### config.mk
export PLATFORM = sky130hd
export DESIGN_NAME = spi_slave_regfile
export DESIGN_NICKNAME = d
export VERILOG_FILES = /design/src/rtl/spi_slv_pkg.sv /design/src/rtl/spi_slv_sync.sv /design/src/rtl/spi_slave_regfile.sv
export SDC_FILE = /design/constraint.sdc
export NUM_CORES = 1
export LEC_CHECK = 0
export CAP_MARGIN = 20
export CORE_MARGIN = 5
export CORE_UTILIZATION = 40
export CTS_CLUSTER_SIZE = 28
export DETAILED_ROUTE_END_ITERATION = 10
export PLACE_DENSITY_LB_ADDON = 0.2
export SETUP_SLACK_MARGIN = 0.4
export SYNTH_ARGS = -nofsm -noshare
export SYNTH_HDL_FRONTEND = slang
export SYNTH_SLANG_ARGS = --single-unit
### constraint.sdc
create_clock -name pclk_i -period 3.25 [get_ports pclk_i]
set_input_delay 0.975 -clock pclk_i [delete_from_list [all_inputs] [get_ports pclk_i]]
set_output_delay 0.975 -clock pclk_i [all_outputs]
set_load 0.01 [all_outputs]
### src/rtl/spi_slv_pkg.sv
// Shared encodings and constants for the SPI target register file.
// State encoding is one-hot in a 5-bit vector; bit 4 is spare.
package spi_slv_pkg;

    typedef enum logic [4:0] {
        S_IDLE = 5'b00001,
        S_ADDR = 5'b00010,
        S_GAP  = 5'b00100,
        S_DATA = 5'b01000
    } state_e;

    localparam int         ADDR_WR_BIT = 7;
    localparam int         BYTE_BITS   = 8;
    localparam logic [7:0] RD_OOR_VAL  = 8'hFF;

endpackage

### src/rtl/spi_slv_sync.sv
// Two-flop synchroniser for the SPI pins plus a falling-edge detector on sclk.
// sclk/mosi reset to their idle-high level so reset release never fakes a fall.
module spi_slv_sync (
    input  logic clk_i,
    input  logic rst_i,
    input  logic sclk_i,
    input  logic mosi_i,
    input  logic cs_i,
    output logic mosi_s_o,
    output logic cs_s_o,
    output logic sclk_fall_o
);

    logic [1:0] sclk_q;
    logic [1:0] mosi_q;
    logic [1:0] cs_q;
    logic       sclk_prev_q;

    always_ff @(posedge clk_i) begin
        if (rst_i) begin
            sclk_q      <= 2'b11;
            mosi_q      <= 2'b11;
            cs_q        <= 2'b00;
            sclk_prev_q <= 1'b1;
        end else begin
            sclk_q      <= {sclk_q[0], sclk_i};
            mosi_q      <= {mosi_q[0], mosi_i};
            cs_q        <= {cs_q[0], cs_i};
            sclk_prev_q <= sclk_q[1];
        end
    end

    assign mosi_s_o    = mosi_q[1];
    assign cs_s_o      = cs_q[1];
    assign sclk_fall_o = sclk_prev_q & ~sclk_q[1];

endmodule

### src/rtl/spi_slave_regfile.sv
// SPI target with a byte register file, oversampled on pclk_i.
// Optional error counter output err_cnt_o is enabled by SPI_SLV_ERR_CNT_EN.
module spi_slave_regfile
    import spi_slv_pkg::*;
#(
    parameter int DEPTH  = 16,
    parameter int TO_CYC = 64
) (
    input  logic                     pclk_i,
    input  logic                     prst_i,
    input  logic                     sclk_i,
    input  logic                     mosi_i,
    input  logic                     cs_i,
    output logic                     miso_o,
    input  logic [$clog2(DEPTH)-1:0] peek_addr_i,
    output logic [7:0]               peek_data_o,
    output logic                     frame_done_o,
    output logic [7:0]               last_addr_o,
    output logic [7:0]               last_data_o,
    output logic                     busy_o
`ifdef SPI_SLV_ERR_CNT_EN
    ,
    output logic [7:0]               err_cnt_o
`endif
);

    localparam int AW = $clog2(DEPTH);
    localparam int TW = $clog2(TO_CYC);

    logic mosi_s, cs_s, sclk_fall;

    spi_slv_sync u_sync (
        .clk_i       (pclk_i),
        .rst_i       (prst_i),
        .sclk_i      (sclk_i),
        .mosi_i      (mosi_i),
        .cs_i        (cs_i),
        .mosi_s_o    (mosi_s),
        .cs_s_o      (cs_s),
        .sclk_fall_o (sclk_fall)
    );

    state_e          state_q, state_d;
    logic [2:0]      bit_cnt_q, bit_cnt_d;
    logic [7:0]      addr_sr_q, addr_sr_d;
    logic [7:0]      wr_sr_q, wr_sr_d;
    logic [7:0]      rd_sr_q, rd_sr_d;
    logic            miso_q, miso_d;
    logic            frame_done_q, frame_done_d;
    logic [7:0]      last_addr_q, last_addr_d;
    logic [7:0]      last_data_q, last_data_d;
    logic [TW-1:0]   to_cnt_q, to_cnt_d;
    logic [7:0]      regs_q [DEPTH];
    logic [7:0]      peek_q;
    logic            in_range, we, counting, timeout;
    logic [7:0]      rd_val;

    // addr_sr[6:0] is complete before the 8th address fall, so lookup can use it directly
    assign in_range = int'(addr_sr_q[6:0]) < DEPTH;
    assign rd_val   = in_range ? regs_q[addr_sr_q[AW-1:0]] : RD_OOR_VAL;
    assign counting = (state_q == S_ADDR || state_q == S_DATA) && bit_cnt_q != 3'd0;
    assign timeout  = counting && !sclk_fall && to_cnt_q == TW'(TO_CYC - 1);

    always_comb begin
        state_d      = state_q;
        bit_cnt_d    = bit_cnt_q;
        addr_sr_d    = addr_sr_q;
        wr_sr_d      = wr_sr_q;
        rd_sr_d      = rd_sr_q;
        miso_d       = miso_q;
        frame_done_d = 1'b0;
        last_addr_d  = last_addr_q;
        last_data_d  = last_data_q;
        we           = 1'b0;
        to_cnt_d     = (counting && !sclk_fall) ? to_cnt_q + TW'(1) : '0;

        if ((state_q != S_IDLE && !cs_s) || timeout) begin
            state_d   = S_IDLE;
            bit_cnt_d = 3'd0;
            miso_d    = 1'b1;
            to_cnt_d  = '0;
        end else begin
            case (state_q)
                S_IDLE: begin
                    miso_d    = 1'b1;
                    bit_cnt_d = 3'd0;
                    if (cs_s) state_d = S_ADDR;
                end
                S_ADDR: if (sclk_fall) begin
                    addr_sr_d[bit_cnt_q] = mosi_s;
                    bit_cnt_d            = bit_cnt_q + 3'd1;
                    if (bit_cnt_q == 3'd7) begin
                        state_d = S_GAP;
                        if (!mosi_s) begin
                            rd_sr_d = rd_val;
                            miso_d  = rd_val[0];
                        end
                    end
                end
                S_GAP: if (sclk_fall) begin
                    wr_sr_d[0] = mosi_s;
                    if (!addr_sr_q[ADDR_WR_BIT]) miso_d = rd_sr_q[1];
                    bit_cnt_d  = 3'd1;
                    state_d    = S_DATA;
                end
                S_DATA: if (sclk_fall) begin
                    wr_sr_d[bit_cnt_q] = mosi_s;
                    bit_cnt_d          = bit_cnt_q + 3'd1;
                    if (!addr_sr_q[ADDR_WR_BIT]) miso_d = rd_sr_q[bit_cnt_q + 3'd1];
                    if (bit_cnt_q == 3'(BYTE_BITS - 1)) begin
                        we           = addr_sr_q[ADDR_WR_BIT] && in_range;
                        frame_done_d = 1'b1;
                        last_addr_d  = addr_sr_q;
                        last_data_d  = addr_sr_q[ADDR_WR_BIT] ? wr_sr_d : rd_sr_q;
                        miso_d       = 1'b1;
                        state_d      = S_ADDR;
                    end
                end
                default: state_d = S_IDLE;
            endcase
        end
    end

    always_ff @(posedge pclk_i) begin
        if (prst_i) begin
            state_q      <= S_IDLE;
            bit_cnt_q    <= 3'd0;
            addr_sr_q    <= 8'h00;
            wr_sr_q      <= 8'h00;
            rd_sr_q      <= 8'h00;
            miso_q       <= 1'b1;
            frame_done_q <= 1'b0;
            last_addr_q  <= 8'h00;
            last_data_q  <= 8'h00;
            to_cnt_q     <= '0;
        end else begin
            state_q      <= state_d;
            bit_cnt_q    <= bit_cnt_d;
            addr_sr_q    <= addr_sr_d;
            wr_sr_q      <= wr_sr_d;
            rd_sr_q      <= rd_sr_d;
            miso_q       <= miso_d;
            frame_done_q <= frame_done_d;
            last_addr_q  <= last_addr_d;
            last_data_q  <= last_data_d;
            to_cnt_q     <= to_cnt_d;
        end
    end

    // Peek reads the pre-commit array, so a same-cycle write shows up one cycle later
    always_ff @(posedge pclk_i) begin
        if (prst_i) begin
            for (int i = 0; i < DEPTH; i++) regs_q[i] <= 8'h00;
            peek_q <= 8'h00;
        end else begin
            if (we) regs_q[addr_sr_q[AW-1:0]] <= wr_sr_d;
            peek_q <= (int'(peek_addr_i) < DEPTH) ? regs_q[peek_addr_i] : RD_OOR_VAL;
        end
    end

`ifdef SPI_SLV_ERR_CNT_EN
    logic [7:0] err_cnt_q;
    logic       err_evt;

    assign err_evt = (state_q != S_IDLE) &&
                     (!cs_s ? (bit_cnt_q != 3'd0 || state_q == S_GAP) : timeout);

    always_ff @(posedge pclk_i) begin
        if (prst_i)                           err_cnt_q <= 8'h00;
        else if (err_evt && err_cnt_q != 8'hFF) err_cnt_q <= err_cnt_q + 8'd1;
    end

    assign err_cnt_o = err_cnt_q;
`endif

    assign miso_o       = miso_q;
    assign peek_data_o  = peek_q;
    assign frame_done_o = frame_done_q;
    assign last_addr_o  = last_addr_q;
    assign last_data_o  = last_data_q;
    assign busy_o       = state_q != S_IDLE;

endmodule

Word level (Yosys, flattened, before mapping) --
Memories as Yosys holds them, arrays and structs flattened. A register that Yosys moved wholly into a read port is not among the register bits. Cells that the tools add are included.
Word-level totals: flip-flop bits (word level) 63, RAM bits 128, input bits 9, output and inout bits 27, logic and storage cells 116, memories kept 1
Operators by class: add/sub/neg operators 2, $lt $le $gt $ge 4, equal/unequal tests 17, muxes and demuxes 47, bitwise logic cells 7, reductions and logical operators 24
Memories:
- regs_q | words 16, bits a word 8, read ports 2, clocked after Yosys merged registers in 2, write ports 16, line spi_slave_regfile.sv:53 | logic [7:0] regs_q [DEPTH];
Operator list (number):
- $mux W8 | 5
- $mux W5 | 6
- $mux W1 | 22
- $pmux W5 S4 | 1
- $bwmux W8 | 2
- $mux W4 | 3
- $ne A2 B2 Y1 const B | 5
- $pmux W3 S3 | 1
- $lt A3 B4 Y1 const B | 2
- $ne A2 B1 Y1 const B | 4
- $reduce_and A8 Y1 | 1
- $reduce_or A8 Y1 | 1
- $lt A7 B5 Y1 const B | 1
- $mux W7 | 1
- $add A6 B1 Y6 const B | 1
- $eq A6 B6 Y1 const B | 1
- $logic_and A1 B1 Y1 | 6
- $mux W3 | 2
- $not A1 Y1 | 6
- $reduce_and A3 Y1 | 2
- $reduce_and A6 Y1 | 1
- $reduce_bool A3 Y1 | 2
- $eq A5 B1 Y1 const B | 1
- $eq A5 B2 Y1 const B | 1
- other kinds (20) | 23

Logic depth before layout (Yosys ltp) --
Gate-level depths: netlist (run 1).
depth after elaboration 12, depth in mapped cells 9, mapped depth without buffers 7

Modules after synthesis --
From an unflattened synthesis (run 1), not the netlist that was laid out.
Second synthesis, totals: cell total of the unflattened synthesis 763, area total of the unflattened synthesis 9854.5 µm²
Modules (own cells, without submodules):
- spi_slave_regfile | instances 1, cells each 748, area an instance 9664.3 µm², sequential area each 5185.0 µm²
- spi_slv_sync | instances 1, cells each 15, area an instance 190.2 µm², sequential area each 140.1 µm²

Worst setup path before layout (run 1) --
Ideal clock, no wire load.
path kind input to register, start input peek_addr_i[0], end register peek_q[0], in the netlist peek_data_o[0], read port of regs_q, setup time 0.115 ns, arrival time 2.617 ns, required time 3.135 ns, setup slack 0.518 ns, stages 5, path buffers 2, cells stage by stage clkbuf_1 buf_2 mux4_2 mux4_2 and2_1
RTL lines:
- start, declared | line spi_slave_regfile.sv:15 | input logic [$clog2(DEPTH)-1:0] peek_addr_i,
- end, declared | line spi_slave_regfile.sv:54 | logic [7:0] peek_q;

Worst setup path in the final report (run 1) --
start register state_q[2], end output busy_o
Between the ends: longest elaborated chain between the ends 1
Ends and longest elaborated chain:
- start, declared | line spi_slave_regfile.sv:43 | state_e state_q, state_d;
- start signal, assigned | line spi_slave_regfile.sv:137 | state_q <= state_d;
- $ne A5 B1 Y1 | line spi_slave_regfile.sv:181 | assign busy_o = state_q != S_IDLE;
- end, declared | line spi_slave_regfile.sv:20 | output logic busy_o
Every way passes these cells.

==> flow_metrics.env, run 1 <==
export IMPL_slew_violations=0
export IMPL_grt_use_total_pct=19.36
export IMPL_gp_congestion=0.8831
export IMPL_detail_route_antenna_nets=0
export IMPL_synth_cells=775
export IMPL_clk_pin_slew_ps=60
export IMPL_path_max_fanout=11
export IMPL_crit_path_max_incr_delay_ps=400
export IMPL_globalRoute_totalOverflow=0
export IMPL_synth_edff_count=128
export IMPL_n_antenna_cell=0
export IMPL_setup_worst_path_end_class="output pin"
export IMPL_cts_sinks=202
export IMPL_worst_pin_slew_ps=1054
export IMPL_cp_top_family="buffers and inverters"
export IMPL_antenna_found_initial=1
export IMPL_cts_buffers=23
export IMPL_fp_dieArea_um2=27870
export IMPL_yosysUniqueCellTypes=56
export IMPL_finalHoldViolations=0
export IMPL_ys_seq_elements=202
export IMPL_place_hpwl_mm=19.45
export IMPL_root_buffer="clkbuf_16"
export IMPL_final_common_cell="nor2_1"
export IMPL_core_um2=24320
export IMPL_crit_buf_inv=2
export IMPL_start_util_pct=40.51
export IMPL_setup_viol_count_final=0
export IMPL_grt_pass1_wl_mm=42.06
export IMPL_numPlacedInstances=1112
export IMPL_via_count=6811
export IMPL_ir_drop_uv=314.0
export IMPL_grtUsageMet3_pct=3.461
export IMPL_power_density_nw_per_um2=514.9
export IMPL_status="finished, final reports clean"
export IMPL_syn_avg_cell_area_um2=12.71
export IMPL_critPathKind="reg2out"
export IMPL_cts_tree="yes"
export IMPL_first_global_vias=6712
export IMPL_async_flop_share_pct=0
export IMPL_path_cells="nor4b_4 > inv_1 > dlygate4sd2_1"
export IMPL_dr_pass1_iters=5
export IMPL_drtIter0Drc=734
export IMPL_cp_slowest_cell="dfxtp_2"
export IMPL_required_ps=2270
export IMPL_wire_per_inst_um=23.49
export IMPL_cts_path_max_buffers=3
export IMPL_gr_max_usage_layer="met2"
export IMPL_grt_met2_usage_pct=30.80
export IMPL_cp_arrival_ps=1690
export IMPL_pin_count=36
export IMPL_r2r_cells=7
export IMPL_slew_headroom_pct=29.64
export IMPL_fp_row_count=57
export IMPL_syn_nets=788
export IMPL_leakagePower_uw=0.003646
export IMPL_netlist_area_um2=9851
export IMPL_drive_above_1_share_pct=23.50
export IMPL_insertion_delay_ps=510
export IMPL_cts_max_level=1
export IMPL_fmax_ghz=0.3751
export IMPL_cp_start_kind="flip-flop"
export IMPL_die_width_um=166.9
export IMPL_hold_path_class="reg2reg"
export IMPL_viasPerCell=5.882
export IMPL_synth_top_flop_cell="edfxtp_1"
export IMPL_cp_depth=3
export IMPL_hold_depth=1
export IMPL_grtUsageMet1_pct=27.86
export IMPL_final_cell_mix="174 x nor2_1, 128 x edfxtp_1, 81 x mux4_2"
export IMPL_dieHeight_um=166.9
export IMPL_drc=0
export IMPL_stdcell_count=1158
export IMPL_finalSetupTns_ps=0
export IMPL_finalWorstPathRequiredPeriod_ps=2666
export IMPL_rsz0062_at_grt="false"
export IMPL_finalNetCount=831
export IMPL_fin_worst_skew_ps=12.46
export IMPL_syn_to_final_growth_pct=16.12
export IMPL_grt_max_degree=43
export IMPL_drv_cap=0
export IMPL_fin_crit_sh_pct=82.04
export IMPL_wirelength_mm=27.20
export IMPL_io_buffers=35
export IMPL_seq_area_frac_synth_pct=54.06
export IMPL_yosys_warnings=0
final timing paths:
check | slack, ps | start | to
setup / recovery | 580 | state_q[2]$_SDFFE_PP0P_ | busy_o
hold / removal | 410 | u_sync.sclk_q[0]$_SDFF_PP1_ | u_sync.sclk_q[1]$_SDFF_PP1_
setup reg to reg | 660 | addr_sr_q[4]$_SDFFE_PP0P_ | regs_q[8][7]$_SDFFCE_PN0P_
hold reg to reg | 410 | u_sync.sclk_q[0]$_SDFF_PP1_ | u_sync.sclk_q[1]$_SDFF_PP1_
stage by stage:
step / hold slack [ps] / utilization, % / power [µW] / cell area (µm²) / setup WS (ps)
2_1_floorplan: 389.5 / - / 3277 / 9851 / 518.0
3_3_place_gp: 392.4 / 43.86 / 3472 / 10670 / 32.43
3_5_place_dp: 400.0 / 43.86 / 3480 / 10670 / -2.225
4_1_cts: 414.1 / 46.91 / 5944 / 11410 / 472.7
5_1_grt: 427.3 / 47.03 / 6113 / 11440 / 487.3
6_report: 409.8 / 47.03 / 5890 / 11440 / 583.8
synth_stat cells, drive strengths merged (7+ instances only):
| library cell | number | area (µm²) |
|---|---|---|
| inv | 7 | 26.28 |
| mux2i | 26 | 280.3 |
| dfxtp | 74 | 1481 |
| and2 | 9 | 56.30 |
| buf | 27 | 138.9 |
| o21ai | 14 | 73.82 |
| edfxtp | 128 | 3844 |
| a211oi | 9 | 67.56 |
| nor2 | 174 | 653.1 |
| nor3 | 12 | 60.06 |
| mux4 | 81 | 1824 |
| a21oi | 38 | 190.2 |
| nand3 | 14 | 80.08 |
| clkbuf | 34 | 127.6 |
| nand2b | 7 | 43.79 |
| nand2 | 45 | 183.9 |
repair_timing:
item	CTS	global route
hold buffers	0	0
gates resized for setup	5	1
setup buffers	2	3
setup endpoints to repair	117	85
pin swaps	2	2
state kept, by name (all words and copies together), names as in the netlist, 2 cells and up, named ones only:
signal	flops
addr_sr_q	8
bit_cnt_q	3
last_addr_o	8
last_data_o	8
peek_data_o	8
rd_sr_q	8
regs_q	128
state_q	4
to_cnt_q	6
u_sync.cs_q	2
u_sync.mosi_q	2
u_sync.sclk_q	2
wr_sr_q	8
report_power, final:
group	switching [µW]	leakage (µW)	total (µW)	internal, µW
combinational	272	0.00147	519	247
sequential	85.3	0.00182	2920	2830
clock	1000	0.000356	2460	1450
total	1360	0.00365	5890	4530
per-layer routing:
metal / share of wire (%) / wire length (µm)
met1: 42 / 11500
met2: 47 / 12880
met3: 8.3 / 2266
met4: 2.0 / 541
met5: 0.074 / 20
cell type report:
| cell class | count | area, µm² |
|---|---|---|
| clock buffers | 31 | 636.9 |
| clock inverters | 10 | 77.57 |
| fillers | 2164 | 12880 |
| inverters | 7 | 26.28 |
| multi-input cells | 505 | 4250 |
| flip-flops and latches | 202 | 5330 |
| well taps | 324 | 405.4 |
| repair buffers | 79 | 711.9 |
cells by family after synthesis:
group                      Yosys count  share of synthesized area (%)
AOI/OAI and AO/OA                   89                          6.059
xor gates and xnor gates             6                         0.5336
adders and majority gates            4                         0.5081
buffers and inverters               68                          2.972
DFF                                202                          54.06
muxes                              107                          21.36
and+or+nand+nor                    299                          14.51
No activity file was read; power rests on OpenSTA's default activity.
==> run 2: changes to the inputs <==
==> constraint.sdc (replaced) <==
create_clock -name pclk_i -period 2.4 [get_ports pclk_i]
set_input_delay 0.72 -clock pclk_i [delete_from_list [all_inputs] [get_ports pclk_i]]
set_output_delay 0.72 -clock pclk_i [all_outputs]
set_load 0.01 [all_outputs]
==> run 2 against run 1 <==
- clock power grew 46%
- sequential share of layout area shrank 8.1 points
- routed wire length up 13%
- clock skew shrank 1.5 ps
- largest power group unchanged
- via count is 7.6% higher
- worst hold slack worse by 0.56 ps
- final cell count increased by 6.0%
- power grew 44%
- worst setup slack worse by 380 ps
- global-route usage up 1.2 points
==> flow_metrics.env, run 2 (same netlist as run 1, synthesis figures left out) <==
export IMPL_drv_cap=0
export IMPL_hold_buffers=0
export IMPL_grt_use_total_pct=20.53
export IMPL_fin_worst_skew_ps=10.93
export IMPL_critPathKind="reg2reg"
export IMPL_path_cells="nor4b_4 > buf_4 > buf_4 > and4_4 > nand3_2 > mux2i_4 > clkbuf_16 > nor2_4"
export IMPL_required_ps=2670
export IMPL_setup_viol_count_final=0
export IMPL_r2r_setup_slack_ps=210
export IMPL_hold_start="u_sync.sclk_q[0]$_SDFF_PP1_"
export IMPL_cts_sinks=202
export IMPL_worst_pin_slew_ps=1056
export IMPL_r2r_cells=8
export IMPL_leakagePower_uw=0.004507
export IMPL_gp_congestion=0.9182
export IMPL_hold_depth=1
export IMPL_io_buffers=35
export IMPL_cts_max_level=1
export IMPL_final_common_cell="edfxtp_1"
export IMPL_wirelength_mm=30.87
export IMPL_rr_endpoint="regs_q[15][7]$_SDFFCE_PN0P_"
export IMPL_fp_row_count=57
export IMPL_syn_to_final_growth_pct=41.04
export IMPL_dr_pass1_iters=5
export IMPL_hold_end="u_sync.sclk_q[1]$_SDFF_PP1_"
export IMPL_final_cell_mix="128 x edfxtp_1, 117 x nor2_1, 81 x mux4_2"
export IMPL_crit_path_max_incr_delay_ps=360
export IMPL_crit_path_frequent_cell="buf_4"
export IMPL_rsz0062_at_grt="true"
export IMPL_globalRoute_totalOverflow=0
export IMPL_start_util_pct=40.51
export IMPL_path_max_fanout=8
export IMPL_via_count=7326
export IMPL_cts_path_max_buffers=3
export IMPL_hold_slack_ps=409.3
export IMPL_power_density_nw_per_um2=610.2
export IMPL_slew_violations=0
export IMPL_ir_drop_uv=485.9
export IMPL_finalWorstPathRequiredPeriod_ps=2194
export IMPL_antenna_found_initial=0
export IMPL_place_hpwl_mm=19.93
export IMPL_fin_crit_sh_pct=91.43
export IMPL_drive_above_1_share_pct=45.91
export IMPL_drtIter0Drc=729
export IMPL_n_antenna_cell=0
export IMPL_status="finished, final reports clean"
export IMPL_pin_count=36
export IMPL_core_um2=24320
export IMPL_die_width_um=166.9
export IMPL_fin_util_pct=57.13
export IMPL_root_buffer="clkbuf_16"
export IMPL_insertion_delay_ps=520
export IMPL_drc=0
export IMPL_cp_slowest_cell="dfxtp_4"
export IMPL_cts_buffers=23
export IMPL_clk_pin_slew_ps=60
export IMPL_cp_start_kind="flip-flop"
export IMPL_rr_startpoint="state_q[2]$_SDFFE_PP0P_"
export IMPL_viasPerCell=5.966
export IMPL_setup_worst_path_end_class="flip-flop"
export IMPL_cp_arrival_ps=2460
export IMPL_finalHoldViolations=0
export IMPL_nFillCells=1890
export IMPL_power_total_uw=8477
export IMPL_first_global_vias=7076
export IMPL_grt_pass1_wl_mm=44.24
export IMPL_dieHeight_um=166.9
export IMPL_wire_per_inst_um=25.14
export IMPL_slew_headroom_pct=29.57
export IMPL_cts_tree="yes"
export IMPL_detail_route_antenna_nets=0
export IMPL_largest_reg_flops=128
export IMPL_finalSetupTns_ps=0
export IMPL_finalNetCount=900
export IMPL_grt_max_degree=43
export IMPL_hold_path_class="reg2reg"
export IMPL_largest_register="regs_q"
export IMPL_fmax_ghz=0.4557
export IMPL_fp_dieArea_um2=27870
[run 2: how the worst max path moves through the flow]
stage / cells past startpoint / to / startpoint / slack, ps
global placement: 5 / peek_data_o[3]$_SDFF_PP0_ / peek_addr_i[1] / -90
floorplan: 5 / peek_data_o[0]$_SDFF_PP0_ / peek_addr_i[0] / 230
CTS: 4 / busy_o / state_q[2]$_SDFFE_PP0P_ / 200
detailed placement: 5 / peek_data_o[5]$_SDFF_PP0_ / peek_addr_i[1] / -130
finish: 8 / regs_q[15][7]$_SDFFCE_PN0P_ / state_q[2]$_SDFFE_PP0P_ / 210
global route: 10 / regs_q[13][6]$_SDFFCE_PN0P_ / u_sync.sclk_prev_q$_SDFF_PP1_ / 110
[run 2: report_power, final]
group	total [µW]	switching, µW	internal, µW	leakage [µW]
clock network	3600	1440	2150	0.000369
registers	3960	127	3830	0.00182
logic	922	452	470	0.00232
total	8480	2020	6450	0.00451
[run 2: timing repair]
action,CTS,global route
setup endpoints to repair,303,289
buffers inserted,24,13
pin swaps,101,26
gates resized for setup,224,111
cloned,6,8
[run 2: area by class of cell]
cell class / instances / area (µm²) / share of cell area, %
clock buffer: 30 / 623.1 / 4.485
clock inverter: 12 / 143.9 / 1.036
inverter: 7 / 33.78 / 0.2432
multi-input combinational: 506 / 5464 / 39.33
sequential: 202 / 5349 / 38.50
tap: 324 / 405.4 / 2.918
timing repair buffer: 147 / 1874 / 13.49
[run 2: metrics by stage]
step	instance area (µm²)	worst slack, ps	std cells
2_1_floorplan	10140	230.5	775
3_3_place_gp	11130	-92.44	1135
3_5_place_dp	11130	-125.1	1135
4_1_cts	13120	203.4	1207
5_1_grt	13890	109.9	1228
6_report	13890	205.6	1228
[run 2: metal layers]
| metal | global-route usage, % | routed length [µm] | vias to the layer above |
|---|---|---|---|
| li1 | - | - | 3158 |
| met1 | 29.82 | 12610 | 3682 |
| met2 | 31.10 | 14130 | 425 |
| met3 | 4.812 | 3225 | 61 |
| met4 | 5.692 | 906 | 0 |
| met5 | 0 | 0 | - |
[run 2: critical path: cells and delay by family (launching register included)]
kind / cells / cell delay, ps
AND/OR/NAND/NOR: 4 / 650
multiplexers: 1 / 350
flip-flops: 1 / 360
buffers and inverters: 3 / 570
